`src/rtl/router_pkt_ctrl_if.sv`:
```
// Packet router control bus: upstream byte handshake plus the downstream
// FIFO write port and status flags. The router drives the "slave" side;
// the packet source and output FIFOs sit on the "master" side.
interface router_pkt_ctrl_if;
  logic       pkt_valid;
  logic [7:0] data_in;
  logic [2:0] fifo_full;
  logic       busy;
  logic [2:0] wr_en;
  logic [7:0] data_out;
  logic       pkt_done;
  logic       err;

  modport slave (
    input  pkt_valid, data_in, fifo_full,
    output busy, wr_en, data_out, pkt_done, err
  );

  modport master (
    output pkt_valid, data_in, fifo_full,
    input  busy, wr_en, data_out, pkt_done, err
  );
endinterface

```
`src/rtl/router_pkt_ctrl.sv`:
```
// Packet router controller. Accepts a header byte (dest in [1:0], len in
// [7:2]), len payload bytes and one parity byte, steering header and payload
// to one of three output FIFOs. dest==3 packets are consumed and dropped.
// Optional feature: define ROUTER_PARITY_CHK_EN to keep a running XOR of the
// header and payload and flag a mismatching parity byte on err. Without it
// the parity byte is only consumed and err reports dropped packets alone.
module router_pkt_ctrl (
  input  logic              clk,
  input  logic              rst_n,
  router_pkt_ctrl_if.slave  io_pkt
);

  typedef enum logic [2:0] {
    S_IDLE    = 3'd0,
    S_PAYLOAD = 3'd1,
    S_PARITY  = 3'd2,
    S_DROP    = 3'd3,
    S_DONE    = 3'd4
  } state_t;

  state_t     r_state;
  logic [1:0] r_dest;
  logic [5:0] r_count;
  logic       r_pkt_done;
  logic       r_err;
`ifdef ROUTER_PARITY_CHK_EN
  logic [7:0] r_parity;
`endif

  logic [1:0] w_hdr_dest;
  logic [3:0] w_full4;
  logic       w_busy;
  logic       w_accept;
  logic [2:0] w_wr_en;

  // Backpressure, acceptance and zero-latency FIFO write steering.
  // NOTE: every signal gets a default at the top of an always_comb so that
  // no path through the case statement can leave it unassigned (no latches).
  always_comb begin
    w_hdr_dest = io_pkt.data_in[1:0];
    // Padded with a constant 0 so dest==3 indexes a real bit and never stalls.
    w_full4    = {1'b0, io_pkt.fifo_full};
    w_busy     = 1'b0;
    w_wr_en    = 3'b000;
    case (r_state)
      S_IDLE:    w_busy = io_pkt.pkt_valid && (w_hdr_dest != 2'd3) && w_full4[w_hdr_dest];
      S_PAYLOAD: w_busy = w_full4[r_dest];
      S_DONE:    w_busy = 1'b1;
      default:   w_busy = 1'b0;
    endcase
    // Outputs stay quiet while reset is held, whatever upstream is driving.
    if (!rst_n) w_busy = 1'b0;
    w_accept = io_pkt.pkt_valid && !w_busy && rst_n;
    if (w_accept) begin
      case (r_state)
        S_IDLE:    if (w_hdr_dest != 2'd3) w_wr_en = 3'b001 << w_hdr_dest;
        S_PAYLOAD: w_wr_en = 3'b001 << r_dest;
        default:   w_wr_en = 3'b000;
      endcase
    end
  end

  assign io_pkt.busy     = w_busy;
  assign io_pkt.wr_en    = w_wr_en;
  assign io_pkt.data_out = io_pkt.data_in;
  assign io_pkt.pkt_done = r_pkt_done;
  assign io_pkt.err      = r_err;

  // Packet-sequencing FSM with registered pkt_done/err.
  // NOTE: sequential state uses non-blocking assignments so every register
  // samples the pre-edge values, independent of statement order. The reset
  // branch is asynchronous so a mid-packet reset aborts immediately.
  always_ff @(posedge clk or negedge rst_n) begin
    if (!rst_n) begin
      r_state    <= S_IDLE;
      r_dest     <= 2'd0;
      r_count    <= 6'd0;
      r_pkt_done <= 1'b0;
      r_err      <= 1'b0;
`ifdef ROUTER_PARITY_CHK_EN
      r_parity   <= 8'h00;
`endif
    end else begin
      r_pkt_done <= 1'b0;
      case (r_state)
        S_IDLE: begin
          if (w_accept) begin
            r_err   <= 1'b0;
            r_count <= io_pkt.data_in[7:2];
            if (w_hdr_dest != 2'd3) begin
              r_dest  <= w_hdr_dest;
`ifdef ROUTER_PARITY_CHK_EN
              r_parity <= io_pkt.data_in;
`endif
              r_state <= (io_pkt.data_in[7:2] != 6'd0) ? S_PAYLOAD : S_PARITY;
            end else begin
              r_state <= S_DROP;
            end
          end
        end
        S_PAYLOAD: begin
          if (w_accept) begin
`ifdef ROUTER_PARITY_CHK_EN
            r_parity <= r_parity ^ io_pkt.data_in;
`endif
            // Saturating decrement: the count never wraps below zero.
            if (r_count > 6'd1) begin
              r_count <= r_count - 6'd1;
            end else begin
              r_count <= 6'd0;
              r_state <= S_PARITY;
            end
          end
        end
        S_PARITY: begin
          if (w_accept) begin
`ifdef ROUTER_PARITY_CHK_EN
            r_err <= (io_pkt.data_in != r_parity);
`else
            r_err <= 1'b0;
`endif
            r_pkt_done <= 1'b1;
            r_state    <= S_DONE;
          end
        end
        S_DROP: begin
          // len payload bytes plus the parity byte are swallowed.
          if (w_accept) begin
            if (r_count == 6'd0) begin
              r_err      <= 1'b1;
              r_pkt_done <= 1'b1;
              r_state    <= S_DONE;
            end else begin
              r_count <= r_count - 6'd1;
            end
          end
        end
        S_DONE: begin
          r_state <= S_IDLE;
        end
        default: begin
          r_state <= S_IDLE;
        end
      endcase
    end
  end

endmodule
```
`src/flat_wrapper.sv`:
```
// flat-port wrapper written by rule: the top's interface ports become plain ports
module router_pkt_ctrl_flat 
  (clk, rst_n, io_pkt_pkt_valid, io_pkt_data_in, io_pkt_fifo_full, io_pkt_busy, io_pkt_wr_en, io_pkt_data_out, io_pkt_pkt_done, io_pkt_err);
  router_pkt_ctrl_if io_pkt_i ();
  input  logic clk;
  input  logic rst_n;
  input wire logic [$bits(io_pkt_i.pkt_valid)-1:0] io_pkt_pkt_valid;
  input wire logic [$bits(io_pkt_i.data_in)-1:0] io_pkt_data_in;
  input wire logic [$bits(io_pkt_i.fifo_full)-1:0] io_pkt_fifo_full;
  output wire logic [$bits(io_pkt_i.busy)-1:0] io_pkt_busy;
  output wire logic [$bits(io_pkt_i.wr_en)-1:0] io_pkt_wr_en;
  output wire logic [$bits(io_pkt_i.data_out)-1:0] io_pkt_data_out;
  output wire logic [$bits(io_pkt_i.pkt_done)-1:0] io_pkt_pkt_done;
  output wire logic [$bits(io_pkt_i.err)-1:0] io_pkt_err;
  assign io_pkt_i.pkt_valid = io_pkt_pkt_valid;
  assign io_pkt_i.data_in = io_pkt_data_in;
  assign io_pkt_i.fifo_full = io_pkt_fifo_full;
  assign io_pkt_busy = io_pkt_i.busy;
  assign io_pkt_wr_en = io_pkt_i.wr_en;
  assign io_pkt_data_out = io_pkt_i.data_out;
  assign io_pkt_pkt_done = io_pkt_i.pkt_done;
  assign io_pkt_err = io_pkt_i.err;
  router_pkt_ctrl u_core (.clk(clk), .rst_n(rst_n), .io_pkt(io_pkt_i));
endmodule
```
`config.mk`:
```
export PLATFORM = sky130hd
export DESIGN_NAME = router_pkt_ctrl_flat
export DESIGN_NICKNAME = d
export VERILOG_FILES = /design/src/rtl/router_pkt_ctrl_if.sv /design/src/rtl/router_pkt_ctrl.sv /design/src/flat_wrapper.sv
export SDC_FILE = /design/constraint.sdc
export NUM_CORES = 1
export LEC_CHECK = 0
export ABC_AREA = 1
export BUFFER_PORTS_ARGS = -buffer_cell sky130_fd_sc_hd__buf_2
export CORE_AREA = 2 2 51 53
export DETAILED_ROUTE_END_ITERATION = 10
export DIE_AREA = 0 0 53 55
export HOLD_SLACK_MARGIN = 0.08
export MAX_ROUTING_LAYER = met4
export PLACE_DENSITY = 0.74
export SYNTH_ARGS = -nofsm -noshare
export SYNTH_HDL_FRONTEND = slang
export SYNTH_SLANG_ARGS = --single-unit
```
`constraint.sdc`:
```
create_clock -name clk -period 2.45 [get_ports clk]
set_input_delay 0.3675 -clock clk [delete_from_list [all_inputs] [get_ports clk]]
set_output_delay 0.3675 -clock clk [all_outputs]
set_load 0.05 [all_outputs]
```
==> out/summary.txt <==
Critical path data required time = 2.08 ns
GRT Overall Usage = 0.1771
Initial antenna violation count = 0
Ant. Diodes = 0
Detail Placement HPWL = 1767 µm
Net switching fraction of the power = 0.5242
Worst reg2reg path startpoint = u_core.r_count[0]
Ys async rst share = 1.000
Max Cap Violations = 0
Reg area = 325.3 µm²
Core Box Area = 0.002365 mm²
Initial DRT Pass Iterations = 4
Slowest-stage cell, CP = dlygate4sd3_1
Endpoints failing setup = 0
Actual transition at the worst max-transition pin = 0.2490 ns
Fin nets = 191
Min Tclk post-route = 2.194 ns
Rows = 18
Total gr overflow = 0
Hold Crit Class = input pin to register
H-tree Lvls = 1
CP max FO = 15
Area occupied by multi-input gates = 568.0 µm²
Main synth FF type = dfrtp_1
Pin count of the biggest net entering global routing = 16
Final Slew Violations = 0
Met1 Usage GRT = 0.2326
Crit-path max cell delay = 0.52 ns
Avg WL per Cell = 10.88 µm
DRT iter0 DRCs = 14
Combinational share of power = 0.608
Worst Path Class, Setup = input pin to primary output
Hold Fails Final Rpt = 0
Placed cells = 198
Clk pwr share = 0.101
First-pass GRT wire length = 3732 µm
Sequential Power Share = 0.291
Fraction of layout cells with a size suffix above 1 = 0.2601
EDFF count, synth = 0
Most common cell after layout, fill and taps aside = nand2_1
Crit path max-delay family = buffers and inverters
Post-DRT Antenna Nets = 0
Register area share after synthesis = 0.3155
Clk sinks = 13
PortBufs = 27
RSZ-0062 raised after global routing = no
Crit path launch type = input pin
P_sw = 698.0 µW
Leak = 0.0006512 µW
Net count after synthesis = 166
Met3 usage = 0.03226
Yosys reg bits = 13
Die footprint = 0.002915 mm²
CTS tree = yes
Avg Inst Size Synth = 6.919 µm²
Cell Count, Final, Fillers Out = 203
Die W = 53 µm
Hold wc startpoint = io_pkt_data_in[4]
Crit path DAT = 1.83 ns
Crit. End Element = primary output
Final worst path period share = 0.8955
Grt peak-use layer = met2
Die extent in y = 55 µm
Max clock buf depth = 2
Worst vdd ir = 0.5487 mV
Final WL = 2208 µm
Pwr dens = 1125 mW/mm²
Initial core utilization = 0.4360
Vias/cell = 4.990
Clk_skew = 0.001329 ns
Synth cell types = 27
Clock transition at path regs = 0.09 ns
Crit Reg-Reg Endpoint = u_core.r_count[3]
Flop2flop setup slack = 0.80 ns
Synthesis-to-layout area growth = 14.81%
Vias in the first global route = 913
P_int = 633.6 µW
Total CTS buffers = 3
CP Buf/Inv Count = 4
Min Hold Slack = 0.4182 ns
Most frequent cells in the layout = 37 x nand2_1, 26 x buf_2, 16 x inv_1
Drt drc = 0
Root Driver = clkbuf_4
Slew HR = 0.8336
Gpl congestion = 0.8636
Worst-path cell chain = dlygate4sd3_1 -> clkbuf_4 -> nand2_1 -> inv_1 -> nand2_4 -> a21oi_1 -> buf_2
I/O Pins = 28
Synth Instances = 149
Worst skew pair latency = 0.27 ns
Final TNS setup = 0 ns
Synth Cell Area = 0.001031 mm²
FF-to-FF path depth = 9
# fillers = 242
Placed instance area = 0.001144 mm²
Status = completed
Hold path cells = 3
Hold-critical path endpoint = u_core.r_count[2]
Vias = 1013
Met2 Usage GRT = 0.2875
Synth Warn # = 0
Cell area after layout = 0.001184 mm²
Fmax = 455.8 MHz
worst reg2reg max path: cells and delay by family (launching register included):
kind / cells / cell delay (ns)
DFF: 1 / 0.38
adders and majority gates: 1 / 0.25
and+or+nand+nor: 2 / 0.20
AOI/OAI and AO/OA: 4 / 0.53
buffers and inverters: 2 / 0.21
layout make-up:
| cell class | count | share of cell area |
|---|---|---|
| well taps | 30 | 0.03171 |
| multi-input cells | 108 | 0.4799 |
| repair buffers | 28 | 0.1247 |
| inverters | 20 | 0.06554 |
| flip-flops and latches | 13 | 0.2748 |
| clock inverters | 1 | 0.004228 |
| clock buffers | 3 | 0.01903 |
layer usage:
layer / vias to the layer above / share of wire
met5: - / 0
met3: 2 / 0.053
met4: 0 / 0.0068
li1: 529 / -
met2: 24 / 0.45
met1: 458 / 0.49
timing repair:
| item | 4_1_cts | 5_1_grt |
|---|---|---|
| hold endpoints to repair | 13 | 0 |
| gates resized for setup | 0 | 1 |
| setup endpoints to repair | 0 | 2 |
| buffers inserted | 0 | 0 |
| hold buffers | 1 | 0 |
Yosys cell counts, types with 3 or more instances:
| cell type | n | area share |
|---|---|---|
| a31oi_1 | 3 | 0.018 |
| o21ai_1 | 4 | 0.019 |
| a21oi_1 | 4 | 0.019 |
| nand2_1 | 37 | 0.13 |
| xor2_1 | 3 | 0.025 |
| inv_1 | 16 | 0.058 |
| ha_1 | 3 | 0.036 |
| nor2_1 | 14 | 0.051 |
| nand3_1 | 15 | 0.073 |
| inv_2 | 3 | 0.011 |
| o21ai_0 | 7 | 0.034 |
| dfrtp_1 | 13 | 0.32 |
| buf_4 | 8 | 0.058 |
state kept, by name (all words and copies together), names as in the netlist:
register,count
u_core.r_state,3
u_core.io_pkt.pkt_done,1
u_core.r_dest,2
u_core.r_count,6
u_core.io_pkt.err,1
power by group through the flow:
stage / sequential [µW] / combinational (µW) / clock (µW)
2_1_floorplan: 417 / 623 / 0
3_3_place_gp: 388 / 795 / 0
3_5_place_dp: 391 / 807 / 0
4_1_cts: 386 / 812 / 141
5_1_grt: 398 / 930 / 154
6_report: 387 / 810 / 135
cell families (layout without fill, tap and decap cells):
family,Yosys count,in the layout,share of synthesized area
xor gates and xnor gates,4,4,0.03399
and+or+nand+nor,80,80,0.3665
AOI/OAI and AO/OA,21,21,0.1141
buffers and inverters,28,52,0.1335
DFF,13,13,0.3155
adders and majority gates,3,3,0.03641
metrics by stage:
stage | util | worst slack [ns] | power [µW]
floorplan | - | 0.4165 | 1041
global placement | 0.4836 | 0.6435 | 1184
detailed placement | 0.4836 | 0.6018 | 1198
CTS | 0.4995 | 0.1498 | 1339
global route | 0.5005 | 0.09072 | 1483
finish | 0.5005 | 0.2559 | 1332
worst max-delay path by stage:
stage | start | end | slack [ns] | cells after the start
6_report | rst_n | io_pkt_wr_en[0] | 0.26 | 7
5_1_grt | rst_n | io_pkt_wr_en[1] | 0.09 | 7
4_1_cts | rst_n | io_pkt_wr_en[0] | 0.15 | 7
3_5_place_dp | io_pkt_data_in[1] | io_pkt_wr_en[0] | 0.60 | 10
3_3_place_gp | io_pkt_data_in[1] | io_pkt_wr_en[0] | 0.64 | 10
2_1_floorplan | u_core.r_state[0] | io_pkt_wr_en[0] | 0.42 | 7
Power figures use the tool's default switching activity.
